===== src/rtl/jeff_serial_pkg.sv =====
// Shared types and constants for the serial byte loader.
// Latency: n/a (package only).
// Backpressure: n/a (package only).
package jeff_serial_pkg;

  localparam int WIDTH_DEF   = 8;
  localparam bit MSB_FIRST_C = 1'b1;
  localparam bit LSB_FIRST_C = 1'b0;

  typedef enum logic [1:0] {
    IDLE,
    SHIFT,
    LOAD
  } state_t;

endpackage


===== src/rtl/jeff_bit_counter.sv =====
// Mod-WIDTH up-counter with sync clear and terminal-count flag.
// Latency: cnt updates on the enabling edge; tc is combinational from cnt.
// Backpressure: none; en simply holds the count when low.
//   clk, rst_n : clock, async active-low reset
//   sclr       : sync clear (wins over en)
//   en         : advance by one (wraps WIDTH-1 -> 0)
//   cnt        : current count 0..WIDTH-1
//   tc         : cnt == WIDTH-1
module jeff_bit_counter #(
  parameter int WIDTH = 8
) (
  input  logic                     clk,
  input  logic                     rst_n,
  input  logic                     sclr,
  input  logic                     en,
  output logic [$clog2(WIDTH)-1:0] cnt,
  output logic                     tc
);

  localparam int CW = $clog2(WIDTH);
  localparam logic [CW-1:0] LAST = CW'(WIDTH - 1);

  assign tc = (cnt == LAST);

  always_ff @(posedge clk or negedge rst_n) begin
    if (!rst_n) begin
      cnt <= '0;
    end else if (sclr) begin
      cnt <= '0;
    end else if (en) begin
      // Explicit wrap so non-power-of-two widths never reach WIDTH.
      cnt <= tc ? '0 : cnt + 1'b1;
    end
  end

endmodule


===== src/rtl/jeff_serial_byte_loader.sv =====
// Serial-in, parallel-out word assembler feeding a clock-enable register.
// Latency: par_out/load_en registered on the edge accepting the last bit.
// Backpressure: none; bit_valid low holds state, 1 bit/cycle sustained.
//   clk, rst_n : clock, async active-low reset
//   sclr       : sync abort of partial word (par_out kept)
//   bit_in     : serial data, accepted when bit_valid is high
//   par_out    : last complete word
//   load_en    : one-cycle pulse when par_out was just updated
//   busy       : partial word held (bit_cnt != 0)
//   bit_cnt    : bits in current partial word
module jeff_serial_byte_loader
  import jeff_serial_pkg::*;
#(
  parameter int WIDTH     = WIDTH_DEF,
  parameter bit MSB_FIRST = MSB_FIRST_C
) (
  input  logic                     clk,
  input  logic                     rst_n,
  input  logic                     sclr,
  input  logic                     bit_in,
  input  logic                     bit_valid,
  output logic [WIDTH-1:0]         par_out,
  output logic                     load_en,
  output logic                     busy,
  output logic [$clog2(WIDTH)-1:0] bit_cnt
);

  state_t           state;
  logic [WIDTH-1:0] sr;
  logic [WIDTH-1:0] sr_nxt;
  logic             accept;
  logic             tc;

  // sclr outranks bit_valid: a bit arriving with sclr is dropped.
  assign accept = bit_valid & ~sclr;
  assign busy   = |bit_cnt;

  jeff_bit_counter #(
    .WIDTH (WIDTH)
  ) u_cnt (
    .clk   (clk),
    .rst_n (rst_n),
    .sclr  (sclr),
    .en    (accept),
    .cnt   (bit_cnt),
    .tc    (tc)
  );

  always_comb begin
    sr_nxt = sr;
    if (MSB_FIRST) begin
      sr_nxt = {sr[WIDTH-2:0], bit_in};
    end else begin
      sr_nxt = {bit_in, sr[WIDTH-1:1]};
    end
  end

  always_ff @(posedge clk or negedge rst_n) begin
    if (!rst_n) begin
      state   <= IDLE;
      sr      <= '0;
      par_out <= '0;
      load_en <= 1'b0;
    end else begin
      load_en <= 1'b0;
      if (sclr) begin
        // Abort: partial word dropped, any same-edge completion discarded.
        sr    <= '0;
        state <= IDLE;
      end else if (bit_valid) begin
        if (tc) begin
          par_out <= sr_nxt;
          sr      <= '0;
          load_en <= 1'b1;
          state   <= LOAD;
        end else begin
          // Covers IDLE, SHIFT and LOAD: a bit in LOAD starts the next word.
          sr    <= sr_nxt;
          state <= SHIFT;
        end
      end else if (state == LOAD) begin
        state <= IDLE;
      end
    end
  end

endmodule


===== config.mk =====
export PLATFORM = sky130hd
export DESIGN_NAME = jeff_serial_byte_loader
export DESIGN_NICKNAME = d
export VERILOG_FILES = /design/src/rtl/jeff_serial_pkg.sv /design/src/rtl/jeff_bit_counter.sv /design/src/rtl/jeff_serial_byte_loader.sv
export SDC_FILE = /design/constraint.sdc
export NUM_CORES = 1
export LEC_CHECK = 0
export ABC_CLOCK_PERIOD_IN_PS = 2400
export CORE_UTILIZATION = 51
export DETAILED_ROUTE_END_ITERATION = 12
export GPL_ROUTABILITY_DRIVEN = 0
export PLACE_DENSITY = 0.8
export SETUP_SLACK_MARGIN = 0.02
export SLEW_MARGIN = 20
export SYNTH_ARGS = -nofsm -noshare
export SYNTH_HDL_FRONTEND = slang
export SYNTH_HIERARCHICAL = 1
export SYNTH_SLANG_ARGS = --single-unit

===== constraint.sdc =====
create_clock -name clk -period 2.4 [get_ports clk]
set_clock_uncertainty 0.1 [all_clocks]
set_input_delay 0.48 -clock clk [delete_from_list [all_inputs] [get_ports clk]]
set_output_delay 0.48 -clock clk [all_outputs]
set_load 0.1 [all_outputs]

Word-level counts from Yosys, hierarchy flattened --
Index checks and enable logic that the tools add are counted. Widths: inputs -> output; s select.
Operators by class: muxes and demuxes 9, div/mod/pow operators 0, eq/ne operators 1, reduce and logical (&&, ||, !) cells 4, shifts and indexed selects 0, add/sub/neg operators 1, bitwise gates (word level) 2, multiply operators 0, $lt $le $gt $ge 0
Operator list (number):
- $mux 7 | 3
- $mux 3 | 3
- $reduce_bool 2->1 | 2
- $add 3x1->3 const B | 1
- $eq 3x3->1 const B | 1
- $mux 1 | 3
- $reduce_and 3->1 | 1
- $reduce_or 3->1 | 1
- $and 1x1->1 | 1
- $not 1->1 | 1
Word-level totals: latch bits 0, output and inout bits 13, logic and storage cells 21, memories 0, bits in writable memories 0, input port bits 5, bits in registers 19, ROM bits 0

Depth between registers and ports, before layout --
depth in word-level cells 4, gate-level depth with buffers 4, mapped depth without buffers 4

Cells and area by module --
Netlist, hierarchy kept.
By module, submodules not included:
- jeff_serial_byte_loader | seq. area each 400.4 µm², area each 674.4 µm², times used 1, cells each 51
- jeff_bit_counter | seq. area each 75.1 µm², area each 151.4 µm², times used 1, cells each 12

Least setup slack after synthesis --
OpenSTA, ideal clock, no wires.
path type reg-to-output, start register u_cnt.cnt[0], end output port busy, arrival time 1.755 ns, stages on the path, launching flop included 2, buffers on the path 0, setup slack 0.065 ns, required time 1.820 ns, cells stage by stage dfrtp_1 -> or3_1
On the way: cells in the longest elaborated chain, start to end 1
Ends and longest elaborated chain:
- start, declared | RTL line jeff_bit_counter.sv:16 | output logic [$clog2(WIDTH)-1:0] cnt,
- start signal, assigned | RTL line jeff_bit_counter.sv:32 | cnt <= tc ? '0 : cnt + 1'b1;
- $reduce_or 3->1 | RTL line jeff_serial_byte_loader.sv:36 | assign busy = |bit_cnt;
- end, declared | RTL line jeff_serial_byte_loader.sv:24 | output logic busy,
Every way passes these cells.

Worst setup path in the final report --
start register u_cnt.cnt[1], end output port busy
Same word-level chain as after synthesis.

==> results.toml <==
[timing]
period_share = 0.795
max_freq_ghz = 0.524
tns_ps = 0
tightest_slew_ps = 308
hold_slack_ps = 416
finalSetupViolations = 0
relSlewSlack = 0.794
hold_viol = 0
rsz0062_at_grt = "no"
timing.final.ws_setup_ps = 493
drv_slew = 0
period_needed_ps = 1910

[pwr]
power.internal_w = 0.000410
p_sw_frac = 0.250
ir_worst_vdd_mv = 0.399
p_switching_w = 0.000137
p_per_area_nw_per_um2 = 534
p_seq_frac = 0.597
leakage_nw = 0.532
clock_power_share = 0.283
power_frac_comb = 0.119

[logic_synthesis]
synth.distinct_cells = 16
ys_ff_latch = 19
yosys.area_share.simple = 0.183
yosys.area.top_type = "dfrtp_1"
synth-xor-area-share = 0
synthMuxAreaShare = 0.133
ys_warn_count = 6
avgSynthCellArea_sq_um = 13.1
synth_area_leaders = "dfrtp_1, mux2_2, nand3b_1"
syn_inst = 63
synth_compound_gate_area_share = 0.0530
synth_top_area_frac = 0.576
seq_area_frac_synth = 0.576
synth_fp_nets = 70
synth_adder_area_share = 0.0303
synth_top_family_by_area = "simple AND/OR/NAND/NOR gates"
synth_area_sq_um = 826

[route]
vias = 551
dr.pass1.iters = 4
drt_iter0_drc = 6
drc = 0
wl_per_cell_microns = 12.8
routed_via_density = 5.40
wirelength_mm = 1.31
antenna_left = 0

[global_route]
first_global_vias = 496
grt_overflow = 0
grt_pass1_wl_mm = 2.18
grt_usage = 0.161
grt_start_max_net_pins = 20
antenna_found_initial = 0

[clocking]
cts-root-buf = "clkbuf_4"
insertion_delay_ps = 280
htreeDepth = 1
cts-hold-fix-buffers = 0
tritoncts = "yes"
numCtsBuffers = 3
cts-resized-gates = 0
post-cts-setup-buffers = 0
clk_pin_slew_worst_paths_ps = 100
clk_path_buf_depth = 2
clock-sinks = 19

[layout]
drive_gt1_frac = 0.349
layout_commonest_cell = "dfrtp_1"
stdcell_count = 102
nFillCells = 131
mostFrequentLayoutCells = "dfrtp_1, buf_4, nand2b_1, mux2_2"
antenna_cells = 0
num-nets-final = 94
stdcell_area_sq_um = 1020
syn_to_final_growth_pct = 23.9

[place]
io_buffers = 17
post-place-ws_ps = 522
dp_cells = 98
hpwl_microns = 913
placed_cell_area_sq_um = 997

[outcome]
status = "finished clean"

[critical_path]
cp-end-kind = "output port"
crit_arrival_ps = 1330
critPathKind = "reg2out"
crit_path_start_kind = "flop"
path_max_fanout = 4
crit_path_top_delay_cell = "dfrtp_1"
cpPeakStageDelay_ps = 420
required_ps = 1820
path_cells = "or3_1, buf_4"

[floorplanning]
coreArea_sq_um = 1510
die_area_sq_um = 1780
pin_count = 18
start_util = 0.548
die_y_microns = 42.2
die_w_microns = 42.2
num_rows = 14

[flow_run]
maxCapViolations = 0

[worst_hold_path]
hp-class = "in2async"
## through the flow
stage,utilization,power [W]
after floorplan,-,0.000373
after global placement,0.662,0.000398
after detailed placement,0.662,0.000399
after global routing,0.679,0.000573
final,0.679,0.000547
after CTS,0.679,0.000557
## per-layer routing
layer,track usage,up-vias,share of wire
met4,0.0563,0,0
met3,0.0388,0,0.039
met2,0.246,12,0.50
met5,0,-,0
li1,-,265,-
met1,0.224,274,0.46
## final cells by class
class | instances | area, sq um | share of cell area
Timing Repair Buffer | 21 | 168 | 0.164
Clock buffer | 4 | 26.3 | 0.0257
Sequential cell | 19 | 475 | 0.465
Tap cell | 16 | 20.0 | 0.0196
Inverter | 1 | 3.75 | 0.00367
Multi-Input combinational cell | 41 | 330 | 0.323
## critical path: cells and delay by family (launching register included)
kind,cells,cell delay [ps]
buffers and inverters,1,240
flip-flops,1,420
AND/OR/NAND/NOR,1,380
## state kept, by name (all words and copies together), names as in the netlist
name	cells
u_cnt/cnt	3
sr	7
par_out	8
load_en	1
## cell usage after synthesis
cell type,number
a21oi_1,7
nand2b_1,8
ha_1,2
buf_2,1
mux2_2,8
dfrtp_1,19
a21oi_2,1
nor2b_1,1
or3_1,1
inv_1,1
or3b_1,1
buf_6,1
nand3b_1,7
nor2_1,2
mux2i_1,2
nand3b_4,1
## kinds of logic (layout without fill, tap and decap cells)
group           count (synthesis)  after routing
compound gates                  8              8
fa+ha+maj                       2              2
buf+inv                         3             26
flops                          19             19
mux                            10             10
simple gates                   21             21
## power by group through the flow
stage | Clock [W] | Combinational [W] | Sequential [W]
after detailed placement | 0 | 0.0000659 | 0.000333
final | 0.000155 | 0.0000652 | 0.000327
after global placement | 0 | 0.0000652 | 0.000333
after floorplan | 0 | 0.0000285 | 0.000344
after global routing | 0.000175 | 0.0000703 | 0.000327
after CTS | 0.000164 | 0.0000662 | 0.000327
## final timing paths
path / start / endpoint / slack, ps / depth (start not counted)
max: u_cnt/cnt[1]$_DFFE_PN0P_ / busy / 490 / 2
min: rst_n / par_out[7]$_DFFE_PN0P_ / 420 / 2
max reg2reg: u_cnt/cnt[0]$_DFFE_PN0P_ / par_out[1]$_DFFE_PN0P_ / 720 / 4
min reg2reg: par_out[5]$_DFFE_PN0P_ / par_out[5]$_DFFE_PN0P_ / 420 / 1
max in group asynchronous: rst_n / u_cnt/cnt[1]$_DFFE_PN0P_ / 1580 / 2
min in group clk: par_out[5]$_DFFE_PN0P_ / par_out[5]$_DFFE_PN0P_ / 420 / 1
(Power assumes the default switching activity.)
